--- config.mk ---
export PLATFORM = sky130hd
export DESIGN_NAME = match_referee
export DESIGN_NICKNAME = d
export VERILOG_FILES = /design/src/rtl/match_referee_pkg.sv /design/src/rtl/match_referee_point_timer.sv /design/src/rtl/match_referee.sv
export SDC_FILE = /design/constraint.sdc
export NUM_CORES = 1
export LEC_CHECK = 0
export CAP_MARGIN = 10
export CELL_PAD_IN_SITES_DETAIL_PLACEMENT = 0
export CELL_PAD_IN_SITES_GLOBAL_PLACEMENT = 1
export CORE_ASPECT_RATIO = 1.1
export CORE_MARGIN = 8
export CORE_UTILIZATION = 44
export CTS_BUF_LIST = sky130_fd_sc_hd__clkbuf_8
export DETAILED_ROUTE_END_ITERATION = 8
export PLACE_DENSITY_LB_ADDON = 0.1
export REMOVE_ABC_BUFFERS = 1
export SETUP_SLACK_MARGIN = 0.1
export SLEW_MARGIN = 10
export SYNTH_ARGS = -nofsm -noshare
export SYNTH_HDL_FRONTEND = slang
export SYNTH_HIERARCHICAL = 1
export SYNTH_SLANG_ARGS = --single-unit
--- constraint.sdc ---
create_clock -name clk -period 3.4 [get_ports clk]
set_clock_uncertainty 0.05 [all_clocks]
set_input_delay 0.68 -clock clk [delete_from_list [all_inputs] [get_ports clk]]
set_output_delay 0.68 -clock clk [all_outputs]
set_load 0.01 [all_outputs]
--- src/rtl/match_referee_pkg.sv ---
// match_referee_pkg: shared state, winner encodings and datapath widths for the match referee
package match_referee_pkg;
   typedef enum logic [2:0] {IDLE = 3'd0, SERVE = 3'd1, RALLY = 3'd2, POINT = 3'd3, OVER = 3'd4} state_t;
   typedef enum logic [1:0] {WIN_NONE = 2'b00, WIN_ONE = 2'b01, WIN_TWO = 2'b10} winner_t;
   localparam int SCORE_W = 4;
   localparam int RALLY_W = 8;
endpackage

--- src/rtl/match_referee_point_timer.sv ---
// point_timer: load/count-down pause timer, done asserts on the last cycle of the pause
module point_timer #(
   parameter int DELAY = 50_000_000
) (
   input  logic clk,
   input  logic rst,
   input  logic i_load,
   input  logic i_en,
   output logic o_done
);
   localparam int W = $clog2(DELAY + 1);
   logic [W-1:0] r_cnt;
   always_ff @(posedge clk)
      if (!rst) r_cnt <= '0;
      else if (i_load) r_cnt <= W'(DELAY - 1);
      else if (i_en && r_cnt != '0) r_cnt <= r_cnt - 1'b1;
   assign o_done = i_en && r_cnt == '0;
endmodule

--- src/rtl/match_referee.sv ---
// match_referee: serve/rally/point FSM with score keeping for tennis and squash scoring
module match_referee
   import match_referee_pkg::*;
#(
   parameter int WIN_SCORE   = 7,
   parameter int POINT_DELAY = 50_000_000
) (
   input  logic               clk,
   input  logic               rst,
   input  logic               btn_start,
   input  logic               return_one,
   input  logic               return_two,
   input  logic               miss_one,
   input  logic               miss_two,
   input  logic               squash_en,
   output logic               start_game,
   output logic               serve_two,
   output logic [SCORE_W-1:0] score_one,
   output logic [SCORE_W-1:0] score_two,
   output logic [RALLY_W-1:0] rally_count,
   output logic [1:0]         winner,
   output logic [2:0]         phase
);
   localparam logic [SCORE_W-1:0] WIN = SCORE_W'(WIN_SCORE);
   state_t r_state, w_next;
   winner_t r_winner;
   logic [SCORE_W-1:0] r_score_one, r_score_two;
   logic [RALLY_W-1:0] r_rally;
   logic r_serve_two, r_squash, r_hit_valid, r_hit_two;
   logic w_miss, w_start, w_to_point, w_done, w_win_one, w_win_two, w_sq_one, w_pt_one, w_pt_two;
   assign w_miss     = miss_one || miss_two;
   assign w_start    = btn_start && (r_state == IDLE || r_state == OVER);
   assign w_to_point = r_state == RALLY && w_miss;
   assign w_win_one  = r_score_one == WIN;
   assign w_win_two  = r_score_two == WIN;
   // squash: point to the last hitter, or to the server if nobody has returned yet
   assign w_sq_one   = r_hit_valid ? !r_hit_two : !r_serve_two;
   assign w_pt_one   = r_squash ? w_sq_one : (miss_two && !miss_one);
   assign w_pt_two   = r_squash ? !w_sq_one : (miss_one && !miss_two);
   point_timer #(.DELAY(POINT_DELAY)) u_timer (
      .clk   (clk),
      .rst   (rst),
      .i_load(w_to_point),
      .i_en  (r_state == POINT),
      .o_done(w_done)
   );
   always_ff @(posedge clk)
      if (!rst) r_state <= IDLE;
      else r_state <= w_next;
   always_comb begin
      w_next = r_state;
      case (r_state)
         IDLE, OVER: w_next = btn_start ? SERVE : r_state;
         SERVE:      w_next = RALLY;
         RALLY:      w_next = w_miss ? POINT : RALLY;
         POINT:      w_next = w_done ? ((w_win_one || w_win_two) ? OVER : SERVE) : POINT;
         default:    w_next = IDLE;
      endcase
   end
   always_ff @(posedge clk)
      if (!rst) begin
         r_score_one <= '0;
         r_score_two <= '0;
         r_rally     <= '0;
         r_winner    <= WIN_NONE;
         r_serve_two <= 1'b0;
         r_squash    <= 1'b0;
         r_hit_valid <= 1'b0;
         r_hit_two   <= 1'b0;
      end else begin
         if (w_start) begin
            r_score_one <= '0;
            r_score_two <= '0;
            r_rally     <= '0;
            r_winner    <= WIN_NONE;
            r_serve_two <= 1'b0;
            r_squash    <= squash_en;
         end
         if (r_state == SERVE) begin
            r_rally     <= '0;
            r_hit_valid <= 1'b0;
         end
         if (r_state == RALLY && !w_miss && (return_one || return_two)) begin
            r_rally     <= &r_rally ? r_rally : r_rally + 1'b1;
            r_hit_valid <= 1'b1;
            r_hit_two   <= !return_one;
         end
         if (w_to_point) begin
            if (w_pt_one && !w_win_one) r_score_one <= r_score_one + 1'b1;
            if (w_pt_two && !w_win_two) r_score_two <= r_score_two + 1'b1;
            if (w_pt_one || w_pt_two) r_serve_two <= w_pt_one;
         end
         if (r_state == POINT && w_done && (w_win_one || w_win_two))
            r_winner <= w_win_one ? WIN_ONE : WIN_TWO;
      end
   assign start_game  = r_state == SERVE;
   assign serve_two   = r_serve_two;
   assign score_one   = r_score_one;
   assign score_two   = r_score_two;
   assign rally_count = r_rally;
   assign winner      = r_winner;
   assign phase       = r_state;
endmodule

==> results.md, run 1 <==
* GP Congestion at between 0.8 and 0.9
* Seq/Total Area, Yosys at approximately two fifths
* Most frequent cell after synthesis: dfxtp_1
* Core Footprint at just under 6000 sq um
* Horiz. Die Dim at ~90 microns
* Max-cap violations at 0
* Worst min path class: reg2reg
* Largest net degree at the start of global routing at 17
* Vias in the first global route at approximately 2,300
* Antenna violations before repair at 0
* CP Launch Point: u_timer/r_cnt[0]$_SDFFE_PN0P_
* Critical Path Source Type: flip-flop
* CP max FO at 14
* Yosys top cell area share at a little under two fifths
* Status: finished clean
* Rows at 29
* Reg2reg start: u_timer/r_cnt[0]$_SDFFE_PN0P_
* Crit path arrival time at approximately 3.2 ns
* Max IR drop VDD at 0.000268 V
* Req. time, crit path at about 3.6 ns
* I/O pin count at 31
* GR Util All Layers at 14.3%
* Worst skew pair latency at 0.30 ns
* DRC Markers at 0
* Final setup TNS at 0 ns
* Tcrit/Tclk final at 89.0%
* Synthesized area per cell at 8.79 sq um
* Ys flop type: dfxtp_1
* Tightest Pin Transition at ~0.62 ns
* CTS tree: built
* Iter 0 DRT Violations at roughly 150
* Asr flop ratio synth at 0%
* Worst setup path category: reg2reg
* Router iterations before antenna repair at 4
* First-pass GRT wire length at 10.8 mm
* Setup Buffers After CTS at 0
* Root buffer selected by CTS: clkbuf_8
* Nets at 348
* Routed Antenna Nets at 0
* Top cells by count, synth: dfxtp_1 (51), nor2_1 (24), a21oi_1 (20), nand2_1 (20), nand3_1 (14)
* Final Setup Violations at 0
* Main area contributors after synthesis: dfxtp_1 (38%), xor2_1 (4.3%), a21oi_1 (3.7%), nor2_1 (3.4%), or4_1 (3.1%)
* Pwr Density at 477 nW/um^2
* RSZ-0062 raised after global routing: false
* Ratio of cells with drive above 1 in the final layout at under 10%
* Hold_sp: u_timer/r_cnt[18]$_SDFFE_PP0P_
* Vias per cell at about 5.7
* Hold-fix buffers, CTS at 0
* Reg clk slew, reported paths at approximately 0.1 ns
* Achievable frequency at about 0.33 GHz
* Htree depth at 2
* Area of the multi-input gates at 1540 sq um
* Synth area leader: dfxtp_1
* Total grt overflow at 0
* Lkg Pwr at about 0.0011 uW
* Final Hold Vio Count at 0
* Final slew viol count at 0
* Synth warn at 6
* Post_cts resized at 0
* Routed WL at around 6.3 mm
* Clock tree buffer depth at 2
* Layout area overhead at 19.4%
* Number of library cell types mapped by synthesis at 61
* Worst Setup End Kind: flip-flop
* HPWL after DPL at between 4 and 5 mm
* Fillers at 559
* Die height at approximately 98 microns
* Synthesized area at about 2700 sq um
* Num CTS Buffers at 5
* Synthesized instance count at around 300
* Area of the die at between 8000 and 9000 sq um
* Layout Utilization at 54.9%
* Post-synth EDFFs at 0
* Vias at 2,345
* Minimum clock period after layout at 3.02 ns
* I/O Buffers at 30
* Max-slew headroom at just under 60%
* Initial core utilization at between 40% and 50%
* Sink Count at slightly above 50
* Sequential Area at about 1000 sq um
* Post-DR wirelength/cell at 15.2 microns
* Antenna diodes at 0
* Yosys reg bits at 51
-- per-layer routing --
metal	share of wire (%)	track usage [%]
met4	1.3	4.62
met5	0	0
met2	47	24.0
met1	49	17.9
met3	3.1	2.86
-- sequential cells by signal (all words and copies together), names as in the netlist --
register	count
phase	3
r_hit_two	1
r_hit_valid	1
r_squash	1
rally_count	8
score_one	4
score_two	4
serve_two	1
u_timer/r_cnt	26
winner	2
-- logic make-up after synthesis --
logic type	share of synthesized area, %
simple gates	27.2
compound gates	21.0
flops	38.2
buf+inv	4.07
xor+xnor	6.56
fa+ha+maj	1.87
mux	1.12
-- area by class of cell --
type | count | area share [%]
multi-input cells | 229 | 48.3
clock inverters | 3 | 2.12
clock buffers | 5 | 2.16
well taps | 77 | 3.02
repair buffers | 36 | 10.8
inverters | 13 | 1.53
flip-flops and latches | 51 | 32.0
-- worst max-delay path, cell delays in order, from the launching register on --
cell     delay, ns
dfxtp_1       0.33
inv_1         0.09
ha_1          0.19
or4b_1        0.57
or4b_4        0.70
nor3_1        0.33
o21a_1        0.20
nand2_1       0.10
and3_1        0.20
o21a_1        0.16
-- power breakdown --
group,internal [uW],switching [uW]
logic,137,216
registers,630,37.6
clock network,294,206
-- cell usage in the layout, fill, tap and decap left out, types with 4 or more instances in the layout --
cell / netlist / final
o211ai_1: 6 / 6
or4_1: 11 / 11
o21a_1: 6 / 6
o31ai_1: 5 / 5
xor2_1: 13 / 13
nand2_1: 20 / 20
o21ai_0: 7 / 7
nand3_1: 14 / 14
clkdlybuf4s50_1: 0 / 30
xnor2_1: 7 / 7
ha_1: 4 / 4
dfxtp_1: 51 / 51
a31oi_1: 4 / 4
or3_1: 4 / 4
clkbuf_8: 0 / 5
inv_1: 12 / 12
o2111ai_1: 6 / 6
nor3_1: 8 / 8
buf_4: 0 / 6
a21boi_0: 7 / 7
nor2_1: 24 / 24
or2_2: 4 / 4
a21oi_1: 20 / 20
nor4_1: 6 / 6
-- per-stage QoR --
step / hold WS (ns) / power [uW] / setup WS [ns] / cells / area [sq um]
5_1_grt: 0.460 / 1600 / 0.126 / 414 / 3190
6_report: 0.448 / 1520 / 0.375 / 414 / 3190
3_5_place_dp: 0.426 / 1030 / 0.406 / 406 / 3050
3_3_place_gp: 0.422 / 1030 / 0.527 / 406 / 3050
4_1_cts: 0.446 / 1540 / 0.388 / 414 / 3190
2_1_floorplan: 0.401 / 922 / 0.623 / 293 / 2610
-- worst paths after layout --
path / end / slack [ns] / cells after the start
max: winner[1]$_SDFFE_PN0P_ / 0.38 / 9
min: u_timer/r_cnt[18]$_SDFFE_PP0P_ / 0.45 / 2
max reg2reg: winner[1]$_SDFFE_PN0P_ / 0.38 / 9
min reg2reg: u_timer/r_cnt[18]$_SDFFE_PP0P_ / 0.45 / 2
(Power assumes the default switching activity.)
==> run 2, diff against run 1 <==
--- a/config.mk
+++ b/config.mk
@@ -13,9 +13,12 @@
 export CORE_UTILIZATION = 44
 export CTS_BUF_LIST = sky130_fd_sc_hd__clkbuf_8
 export DETAILED_ROUTE_END_ITERATION = 8
+export MAX_ROUTING_LAYER = met4
 export PLACE_DENSITY_LB_ADDON = 0.1
 export REMOVE_ABC_BUFFERS = 1
 export SETUP_SLACK_MARGIN = 0.1
+export SKIP_CTS_REPAIR_TIMING = 1
+export SKIP_LAST_GASP = 1
 export SLEW_MARGIN = 10
 export SYNTH_ARGS = -nofsm -noshare
 export SYNTH_HDL_FRONTEND = slang
==> results.md, run 2 (same netlist as run 1, synthesis figures left out) <==
* I/O pin count at 31 (unchanged)
* Max IR drop VDD at 0.000269 V (+0.29%)
* Pwr Density at 477 nW/um^2 (about the same)
* Most common cell after layout, fill and taps aside: dfxtp_1
* Ratio of cells with drive above 1 in the final layout at 9.50% (unchanged)
* Slack of the critical path at 0.378 ns (+0.00268 ns)
* CP max FO at 14 (unchanged)
* GR Util All Layers at 14.8% (+0.46 points)
* Reg2reg end: winner[1]$_SDFFE_PN0P_
* Largest net degree at the start of global routing at 17 (unchanged)
* Worst min path class: reg2reg
* Final slew viol count at 0 (unchanged)
* Tightest Pin Transition at 0.608 ns (-0.0167 ns)
* Antenna diodes at 0 (unchanged)
* HPWL after DPL at 4.60 mm (unchanged)
* Reg2reg setup slack at 0.38 ns (about the same)
* Worst Hold End: u_timer/r_cnt[18]$_SDFFE_PP0P_
* Reg2reg start: u_timer/r_cnt[0]$_SDFFE_PN0P_
* Internal power at 1060 uW (about the same)
* Crit path arrival time at 3.17 ns (about the same)
* DRC Markers at 0 (unchanged)
* Die height at 97.7 microns (unchanged)
* Max-slew headroom at 58.9% (+1.1 points)
* Hold path depth at 2 (unchanged)
* Largest Register: u_timer/r_cnt
* Initial core utilization at 46.0% (unchanged)
* Router iterations before antenna repair at 4 (unchanged)
* Net Sw Frac at 30.3% (+0.058 points)
* First-pass GRT wire length at 10.8 mm (+0.13%)
* Rows at 29 (unchanged)
* Antenna violations before repair at 0 (unchanged)
* Final setup TNS at 0 ns (unchanged)
* RSZ-0062 raised after global routing: false
* Seq pwr share at 43.9% (about the same)
* Status: finished clean
* Root buffer selected by CTS: clkbuf_8
* Clock tree buffer depth at 2 (unchanged)
* Worst skew pair latency at 0.30 ns (about the same)
* Worst setup path category: reg2reg
* Total grt overflow at 0 (unchanged)
* Sink Count at 51 (unchanged)
* Horiz. Die Dim at 90.3 microns (unchanged)
* I/O Buffers at 30 (unchanged)
* Hold_sp: u_timer/r_cnt[18]$_SDFFE_PP0P_
* Reg clk slew, reported paths at 0.10 ns (about the same)
* Num CTS Buffers at 5 (unchanged)
* Tcrit/Tclk final at 88.9% (about the same)
* Minimum clock period after layout at 3.02 ns (-0.00268 ns)
* Post-DR wirelength/cell at 15.2 microns (+0.37%)
* Htree depth at 2 (unchanged)
* Lkg Pwr at 0.00111 uW (unchanged)
* Max reg flops at 26 (unchanged)
* Vias per cell at 5.71 (+0.77%)
* Vias in the first global route at 2,278 (-0.35%)
* Core Footprint at 5810 sq um (unchanged)
* Pre-CTS setup slack at 0.406 ns (unchanged)
* Nets at 348 (unchanged)
* Pwr Total at 1520 uW (about the same)
* CTS tree: built
* Achievable frequency at 0.331 GHz (about the same)
* Reg2Reg Depth at 9 (unchanged)
* Iter 0 DRT Violations at 151 (+3.4%)
* Req. time, crit path at 3.55 ns (about the same)
* Hold Slack at 0.449 ns (+0.000195 ns)
* Worst Setup End Kind: flip-flop
* Final Hold Vio Count at 0 (unchanged)
* Switching power total at 461 uW (+0.28%)
* Routed Antenna Nets at 0 (unchanged)
* Post-Layout Cell Count at 414 (unchanged)
* Most frequent cells in the layout: dfxtp_1 (51), clkdlybuf4s50_1 (30), nor2_1 (24)
* Clock power share at 32.9% (about the same)
* Routed WL at 6.31 mm (+0.37%)
* Vias at 2,363 (+0.77%)
* Placed cells at 406 (unchanged)
* Layout area overhead at 19.4% (unchanged)
* Max-cap violations at 0 (unchanged)
* Gate power share at 23.2% (about the same)
* Area of the die at 8820 sq um (unchanged)
* Critical Path Source Type: flip-flop
* Final Setup Violations at 0 (unchanged)
* Fillers at 559 (unchanged)
* GP Congestion at 0.814 (+1.4%)
[run 2: how the worst max path moves through the flow]
stage / from / endpoint / slack (ns) / cells after the start
floorplan: u_timer/r_cnt[0]$_SDFFE_PN0P_ / winner[1]$_SDFFE_PN0P_ / 0.62 / 9
global placement: u_timer/r_cnt[0]$_SDFFE_PN0P_ / winner[1]$_SDFFE_PN0P_ / 0.53 / 9
detailed placement: u_timer/r_cnt[0]$_SDFFE_PN0P_ / winner[1]$_SDFFE_PN0P_ / 0.41 / 9
CTS: u_timer/r_cnt[0]$_SDFFE_PN0P_ / winner[1]$_SDFFE_PN0P_ / 0.39 / 9
global route: u_timer/r_cnt[0]$_SDFFE_PN0P_ / winner[1]$_SDFFE_PN0P_ / 0.13 / 9
finish: u_timer/r_cnt[0]$_SDFFE_PN0P_ / winner[1]$_SDFFE_PN0P_ / 0.38 / 9
[run 2: metrics by stage]
step	util, %	cell area [sq um]
after CTS	54.9	3190
after detailed placement	52.6	3050
final	54.9	3190
after global routing	54.9	3190
after floorplan	-	2610
after global placement	52.6	3050
[run 2: worst max-delay path, stage by stage (launching register included)]
cell	delay [ns]
dfxtp_1	0.33
inv_1	0.09
ha_1	0.19
or4b_1	0.57
or4b_4	0.70
nor3_1	0.33
o21a_1	0.20
nand2_1	0.10
and3_1	0.20
o21a_1	0.16
[run 2: area by class of cell]
cell class | count | area (sq um) | area share, %
Multi-Input combinational cell | 229 | 1540 | 48.3
Sequential cell | 51 | 1020 | 32.0
Inverter | 13 | 48.8 | 1.53
Timing Repair Buffer | 36 | 345 | 10.8
Tap cell | 77 | 96.3 | 3.02
Clock inverter | 3 | 67.6 | 2.12
Clock buffer | 5 | 68.8 | 2.16
[run 2: power groups by stage]
stage / registers [uW] / clock network, uW / logic, uW
finish: 668 / 501 / 353
global route: 674 / 542 / 388
CTS: 668 / 518 / 352
detailed placement: 681 / 0 / 349
global placement: 682 / 0 / 349
floorplan: 674 / 0 / 248
[run 2: routing by layer]
layer / part of all wire (%) / global-route usage [%] / vias to the layer above
met2: 47 / 23.9 / 39
met5: 0 / - / -
met4: 1.3 / 4.62 / 0
met3: 2.9 / 2.70 / 6
li1: - / - / 1208
met1: 49 / 18.2 / 1110
==> run 3, diff against run 2 <==
--- a/config.mk
+++ b/config.mk
@@ -24,3 +24,4 @@
 export SYNTH_HDL_FRONTEND = slang
 export SYNTH_HIERARCHICAL = 1
 export SYNTH_SLANG_ARGS = --single-unit
+export TNS_END_PERCENT = 10
==> constraint.sdc (replaced) <==
create_clock -name clk -period 3.4 [get_ports clk]
set_clock_uncertainty 0.05 [all_clocks]
set_input_delay 0.68 -clock clk [delete_from_list [all_inputs] [get_ports clk]]
set_output_delay 0.68 -clock clk [all_outputs]
set_load 0.05 [all_outputs]
==> results of run 3 <==
The final DEF is identical to that of run 2. Status: finished clean.
Main changes from that run: total power 1520 uW -> 1540 uW
